[src/rtl/booth_collect_pkg.sv]
// Shared types and defaults for the Booth multiplier product collector.
package booth_collect_pkg;

    // Assembler phase: waiting for the high byte, or for the low byte
    typedef enum logic {
        S_HIGH = 1'b0,
        S_LOW  = 1'b1
    } collect_state_t;

    localparam int unsigned DEFAULT_DATA_WIDTH = 8;
    localparam int unsigned DEFAULT_DEPTH      = 4;

endpackage

[src/rtl/booth_prod_fifo.sv]
// Show-ahead synchronous FIFO; head entry, level and flags are all registered.
// A push while full is accepted only together with a pop in the same cycle.
module booth_prod_fifo #(
    parameter int unsigned WIDTH = 16,
    parameter int unsigned DEPTH = 4
) (
    input  logic                       clk,
    input  logic                       rst_n,
    input  logic                       flush,
    input  logic                       push,
    input  logic                       pop,
    input  logic [WIDTH-1:0]           wdata,
    output logic [WIDTH-1:0]           rdata,
    output logic [$clog2(DEPTH):0]     level,
    output logic                       full,
    output logic                       empty
);

    localparam int unsigned PTR_W = $clog2(DEPTH);
    localparam int unsigned LVL_W = PTR_W + 1;

    logic [WIDTH-1:0] mem [DEPTH];
    logic [PTR_W-1:0] wr_ptr;
    logic [PTR_W-1:0] rd_ptr;
    logic [PTR_W-1:0] wr_ptr_nxt;
    logic [PTR_W-1:0] rd_ptr_nxt;
    logic [LVL_W-1:0] level_nxt;
    logic [WIDTH-1:0] head_nxt;
    logic             do_push;
    logic             do_pop;

    // Next pointers, occupancy and head entry (with write-through bypass)
    always_comb begin
        do_pop     = pop && !empty;
        do_push    = push && (!full || do_pop);
        wr_ptr_nxt = wr_ptr;
        rd_ptr_nxt = rd_ptr;
        level_nxt  = level;
        head_nxt   = '0;
        if (flush) begin
            do_push    = 1'b0;
            do_pop     = 1'b0;
            wr_ptr_nxt = '0;
            rd_ptr_nxt = '0;
            level_nxt  = '0;
        end else begin
            if (do_push) begin
                wr_ptr_nxt = wr_ptr + PTR_W'(1);
            end
            if (do_pop) begin
                rd_ptr_nxt = rd_ptr + PTR_W'(1);
            end
            level_nxt = level + LVL_W'(do_push) - LVL_W'(do_pop);
        end
        if (level_nxt != '0) begin
            if (do_push && (wr_ptr == rd_ptr_nxt)) begin
                head_nxt = wdata;
            end else begin
                head_nxt = mem[rd_ptr_nxt];
            end
        end
    end

    // Entry storage; no reset needed, validity is tracked by level
    always_ff @(posedge clk) begin
        if (do_push) begin
            mem[wr_ptr] <= wdata;
        end
    end

    // Pointers, level, flags and the registered head entry
    always_ff @(posedge clk or negedge rst_n) begin
        if (!rst_n) begin
            wr_ptr <= '0;
            rd_ptr <= '0;
            level  <= '0;
            full   <= 1'b0;
            empty  <= 1'b1;
            rdata  <= '0;
        end else begin
            wr_ptr <= wr_ptr_nxt;
            rd_ptr <= rd_ptr_nxt;
            level  <= level_nxt;
            full   <= (level_nxt == LVL_W'(DEPTH));
            empty  <= (level_nxt == '0);
            rdata  <= head_nxt;
        end
    end

endmodule

[src/rtl/booth_product_collector.sv]
// Collects high/low result bytes from the byte-serial Booth multiplier,
// concatenates them into a signed product and queues it for the consumer.
// Optional macro BOOTH_COLLECT_FIT_EN adds prod_fits (product fits DATA_WIDTH).
module booth_product_collector
    import booth_collect_pkg::*;
#(
    parameter int unsigned DATA_WIDTH = DEFAULT_DATA_WIDTH,
    parameter int unsigned DEPTH      = DEFAULT_DEPTH
) (
    input  logic                       clk,
    input  logic                       rst_n,
    input  logic                       byte_valid,
    input  logic [DATA_WIDTH-1:0]      byte_data,
    input  logic                       flush,
    output logic                       prod_valid,
    input  logic                       prod_ready,
    output logic [2*DATA_WIDTH-1:0]    prod_data,
    output logic [$clog2(DEPTH):0]     level,
    output logic                       overflow
`ifdef BOOTH_COLLECT_FIT_EN
    ,
    output logic                       prod_fits
`endif
);

    localparam int unsigned PROD_W = 2 * DATA_WIDTH;
`ifdef BOOTH_COLLECT_FIT_EN
    localparam int unsigned ENTRY_W = PROD_W + 1;
`else
    localparam int unsigned ENTRY_W = PROD_W;
`endif

    collect_state_t         state;
    logic [DATA_WIDTH-1:0]  hi_reg;
    logic                   push_req;
    logic                   pop_req;
    logic [ENTRY_W-1:0]     wdata;
    logic [ENTRY_W-1:0]     rdata;
    logic                   fifo_full;
    logic                   fifo_empty;

    // Low byte completes a product; flush suppresses it
    always_comb begin
        push_req = 1'b0;
        pop_req  = 1'b0;
        if (!flush) begin
            push_req = byte_valid && (state == S_LOW);
        end
        pop_req = prod_ready && !fifo_empty;
    end

`ifdef BOOTH_COLLECT_FIT_EN
    // Product fits DATA_WIDTH when the high byte is a pure sign extension
    always_comb begin
        wdata = {(hi_reg == {DATA_WIDTH{byte_data[DATA_WIDTH-1]}}), hi_reg, byte_data};
    end

    assign prod_fits = rdata[ENTRY_W-1];
`else
    // Product is the two bytes concatenated unchanged
    always_comb begin
        wdata = {hi_reg, byte_data};
    end
`endif

    // Assembler FSM: latch high byte, then return to S_HIGH on the low byte
    always_ff @(posedge clk or negedge rst_n) begin
        if (!rst_n) begin
            state  <= S_HIGH;
            hi_reg <= '0;
        end else if (flush) begin
            state  <= S_HIGH;
        end else if (byte_valid) begin
            case (state)
                S_HIGH: begin
                    hi_reg <= byte_data;
                    state  <= S_LOW;
                end
                S_LOW: begin
                    state  <= S_HIGH;
                end
                default: begin
                    state  <= S_HIGH;
                end
            endcase
        end
    end

    // Sticky drop flag: completed product found the FIFO full with no pop
    always_ff @(posedge clk or negedge rst_n) begin
        if (!rst_n) begin
            overflow <= 1'b0;
        end else if (flush) begin
            overflow <= 1'b0;
        end else if (push_req && fifo_full && !pop_req) begin
            overflow <= 1'b1;
        end
    end

    booth_prod_fifo #(
        .WIDTH (ENTRY_W),
        .DEPTH (DEPTH)
    ) u_fifo (
        .clk   (clk),
        .rst_n (rst_n),
        .flush (flush),
        .push  (push_req),
        .pop   (pop_req),
        .wdata (wdata),
        .rdata (rdata),
        .level (level),
        .full  (fifo_full),
        .empty (fifo_empty)
    );

    assign prod_valid = !fifo_empty;
    assign prod_data  = rdata[PROD_W-1:0];

endmodule

[config.mk]
export PLATFORM = sky130hd
export DESIGN_NAME = booth_product_collector
export DESIGN_NICKNAME = d
export VERILOG_FILES = /design/src/rtl/booth_collect_pkg.sv /design/src/rtl/booth_prod_fifo.sv /design/src/rtl/booth_product_collector.sv
export SDC_FILE = /design/constraint.sdc
export NUM_CORES = 1
export LEC_CHECK = 0
export BUFFER_PORTS_ARGS = -buffer_cell sky130_fd_sc_hd__buf_2
export CAP_MARGIN = 20
export CORE_AREA = 4 4 92 94
export CTS_CLUSTER_SIZE = 14
export DETAILED_ROUTE_END_ITERATION = 10
export DIE_AREA = 0 0 96 98
export PLACE_DENSITY = 0.77
export SYNTH_ARGS = -nofsm -noshare
export SYNTH_HDL_FRONTEND = slang
export SYNTH_SLANG_ARGS = --single-unit
[constraint.sdc]
create_clock -name clk -period 8.9 [get_ports clk]
set_input_delay 0.89 -clock clk [delete_from_list [all_inputs] [get_ports clk]]
set_output_delay 0.89 -clock clk [all_outputs]
set_load 0.005 [all_outputs]
==> flow_summary.yaml <==
final_layout:
  drive_gt1_frac: 0.2626
  area_delta_synth_final_pct: 11.84
  largest_register_ffs: 64
  diodes: 0
  design_area_um2: 4562
  fin_nets: 293
placement:
  post_dp_cell_area_um2: 4308
  numPortBuffers: 33
  place.gp.congestion: 0.7348
  hpwl_um: 4708
  place_worst_setup_slack_ps: 4607
job:
  cap_violations: 0
clock_tree:
  post_cts_resize_count: 0
  clock-root-buffer: "clkbuf_8"
  cts_tree: "done"
  path_clk_slew_ps: 90
  postCtsHoldBufs: 0
  cts_sinks: 99
  clk_path_buf_depth: 2
  cts.htree.levels: 3
  cts-buffers-inserted: 9
  worst_skew_pair.late_latency_ps: 360
  cts_post_setup_buffers_inserted: 0
timing:
  final_critical_path_setup_slack_ps: 5259
  final_max_slew_viol_count: 0
  final.setup_skew_ps: 12.43
  fin_crit_ps: 3641
  grt_setup_unrepaired: "false"
  finalSetupViolations: 0
  maxSlewHeadroom: 0.3045
  tns_ps: 0
  achievable-frequency_mhz: 274.6
  timing.final.crit_share: 0.4092
  max_slew.worst_pin.slew_ps: 1021
  final_hold_viol_count: 0
drt:
  viasPerCell: 5.674
  drt_drc_violations_left: 0
  via_count: 2156
  detail_route.first_pass.iterations: 4
  post_drt_wl_per_cell_um: 19.90
  drtIter0Drc: 160
  ant_nets: 0
  sum_of_routed_wire_length_over_all_layers_um: 7562
power_and_ir_drop:
  part_of_the_power_in_registers: 0.503
  total_leakage_power_nw: 1.780
  power.share.switching: 0.2773
  intPower_mw: 0.8573
  ir_worst_vdd_mv: 0.1548
  powerDensity_nw_per_um2: 260.0
  total_switching_power_mw: 0.3290
  clockPowerShare: 0.284
  share_comb_of_total_power: 0.212
critical_path:
  cp_slowest_cell: "inv_2"
  endpoint_kind: "register"
  required_ps: 9140
  worstPathBufferInverterCount: 4
  critical_path_arrival_ps: 3880
  crit_path_max_incr_delay_ps: 440
  critPathMaxFanout: 22
  timing.critical_path.max_delay_family: "simple AND/OR/NAND/NOR gates"
  cp_launch_type: "input port"
  setup.worst_path.class: "in2reg"
  critical_path.cell_chain: "buf_2, nand2b_4, a21oi_1, nand2b_1, inv_2, ha_1, inv_1, fa_1, xnor2_1, nor2_1, nor2_1, buf_4, a21oi_1"
synth:
  synth_top_area_cells: "edfxtp_1, dfrtp_1, mux4_1, mux4_2, o31ai_1"
  synth_top_area_cell: "edfxtp_1"
  netlist.area_leader.share: 0.4712
  synthesis.area_um2: 4079
  count_of_distinct_cell_types_in_the_synthesized_netlist: 33
  yosysSeqAreaShare: 0.6862
  mean_instance_size_in_the_synthesized_netlist_um2: 17.14
  yosys_warnings: 0
  synth.ff_latch_count: 99
  mapped_nets: 258
  postSynthCellCount: 238
global_route:
  grt_overflow_total: 0
  grt_antenna_before_repair: 0
  grt_first_pass_wirelength_um: 12120
  grt_max_degree: 36
  first_global_vias: 2177
  global_route.usage.total: 0.1766
floorplanning:
  fp-row-count: 32
  initial_utilization: 0.5334
  ios: 34
  design.die.area_um2: 9408
  area_of_the_placeable_core_um2: 7647
  dieWidth_um: 96
  fp.dieH_um: 98
outcome:
  outcome: "complete, no violations"
hold_path:
  holdCritPathClass: "reg2reg"
## cells in the mapped netlist
cell / count
mux2i_4: 2
xor2_1: 1
nand2b_4: 1
mux4_2: 6
nand3b_1: 1
inv_2: 1
buf_2: 3
fa_1: 1
nor3b_2: 1
buf_4: 1
inv_1: 9
dfstp_2: 1
nor2b_1: 2
xnor2_2: 2
buf_6: 1
a41oi_1: 1
nand2b_1: 1
o31ai_1: 16
nor3_1: 1
dfrtp_1: 34
xnor2_1: 5
nand2_1: 3
mux2_2: 8
nand4_1: 16
buf_8: 1
mux4_1: 10
edfxtp_1: 64
nor2_1: 9
a21oi_1: 19
ha_1: 6
and2_1: 4
inv_4: 1
clkbuf_1: 6
## power by group through the flow
stage          Combinational, mW  Sequential, mW  Clock (mW)
2_1_floorplan              0.159           0.599           0
3_3_place_gp               0.241           0.608           0
3_5_place_dp               0.248           0.609           0
4_1_cts                    0.250           0.599       0.342
5_1_grt                    0.276           0.605       0.362
6_report                   0.252           0.597       0.337
## logic make-up (layout without fill, tap and decap cells)
kind of cell	after synthesis	count (layout)	share of synthesized area
xor gates and xnor gates	8	8	0.02086
buffers and inverters	23	63	0.02822
AOI/OAI and AO/OA	36	36	0.05491
DFF	99	99	0.6862
muxes	26	26	0.1307
and+or+nand+nor	39	39	0.05583
adders and majority gates	7	7	0.02331
## cells in the final DEF (no fill, tap or decap), drive strengths merged, types with 2 or more instances in the layout
cell and instances:
edfxtp 64, buf 36, dfrtp 34, a21oi 19, nand4 16, o31ai 16, mux4 16, inv 12
clkbuf 10, nor2 9, mux2 8, xnor2 7, ha 6, and2 4, nand2 3, bufinv 3
nor2b 2, mux2i 2, nand2b 2, clkinv 2
## per-stage QoR
step           hold WS [ps]  std cells  utilization  power (mW)
3_3_place_gp          481.3        362       0.5633      0.8494
2_1_floorplan         490.2        238            -      0.7580
3_5_place_dp          518.9        362       0.5633      0.8570
5_1_grt               568.2        380       0.5965       1.243
6_report              526.8        380       0.5965       1.186
4_1_cts               542.9        378       0.5946       1.190
## worst min-delay path, delay by kind of cell, from the launching register on
family / cells / cell delay (ps)
DFF: 1 / 360
and+or+nand+nor: 1 / 90
AOI/OAI and AO/OA: 1 / 50
## area by class of cell
cell class	instances	area, µm²
clock buffer	10	127.6
clock inverter	6	111.4
fill	557	3085
inverter	11	43.79
multi-input combinational	116	1165
sequential	99	2799
tap	102	127.6
timing repair buffer	36	187.7
## per-layer routing
layer  up-vias  routed length (µm)  GRT usage
met1      1090                3328     0.2464
met5         -                   0          0
met3         9                 319    0.04314
li1        998                   -          -
met2        59                3805     0.2746
met4         0                 108    0.05580
## path summary, 6_finish.rpt
kind                         startpoint         endpoint  slack [ps]  cells after the start
min in group asynchronous         rst_n  u_fifo.level[0]         590                      1
max reg2reg                u_fifo.empty  u_fifo.rdata[3]        5440                     12
min reg2reg                    overflow         overflow         530                      2
max                          prod_ready  u_fifo.rdata[3]        5260                     13
max in group asynchronous         rst_n  u_fifo.rdata[0]        7800                      1
min                            overflow         overflow         530                      2
Note: power is estimated with default switching activity, not from simulation.
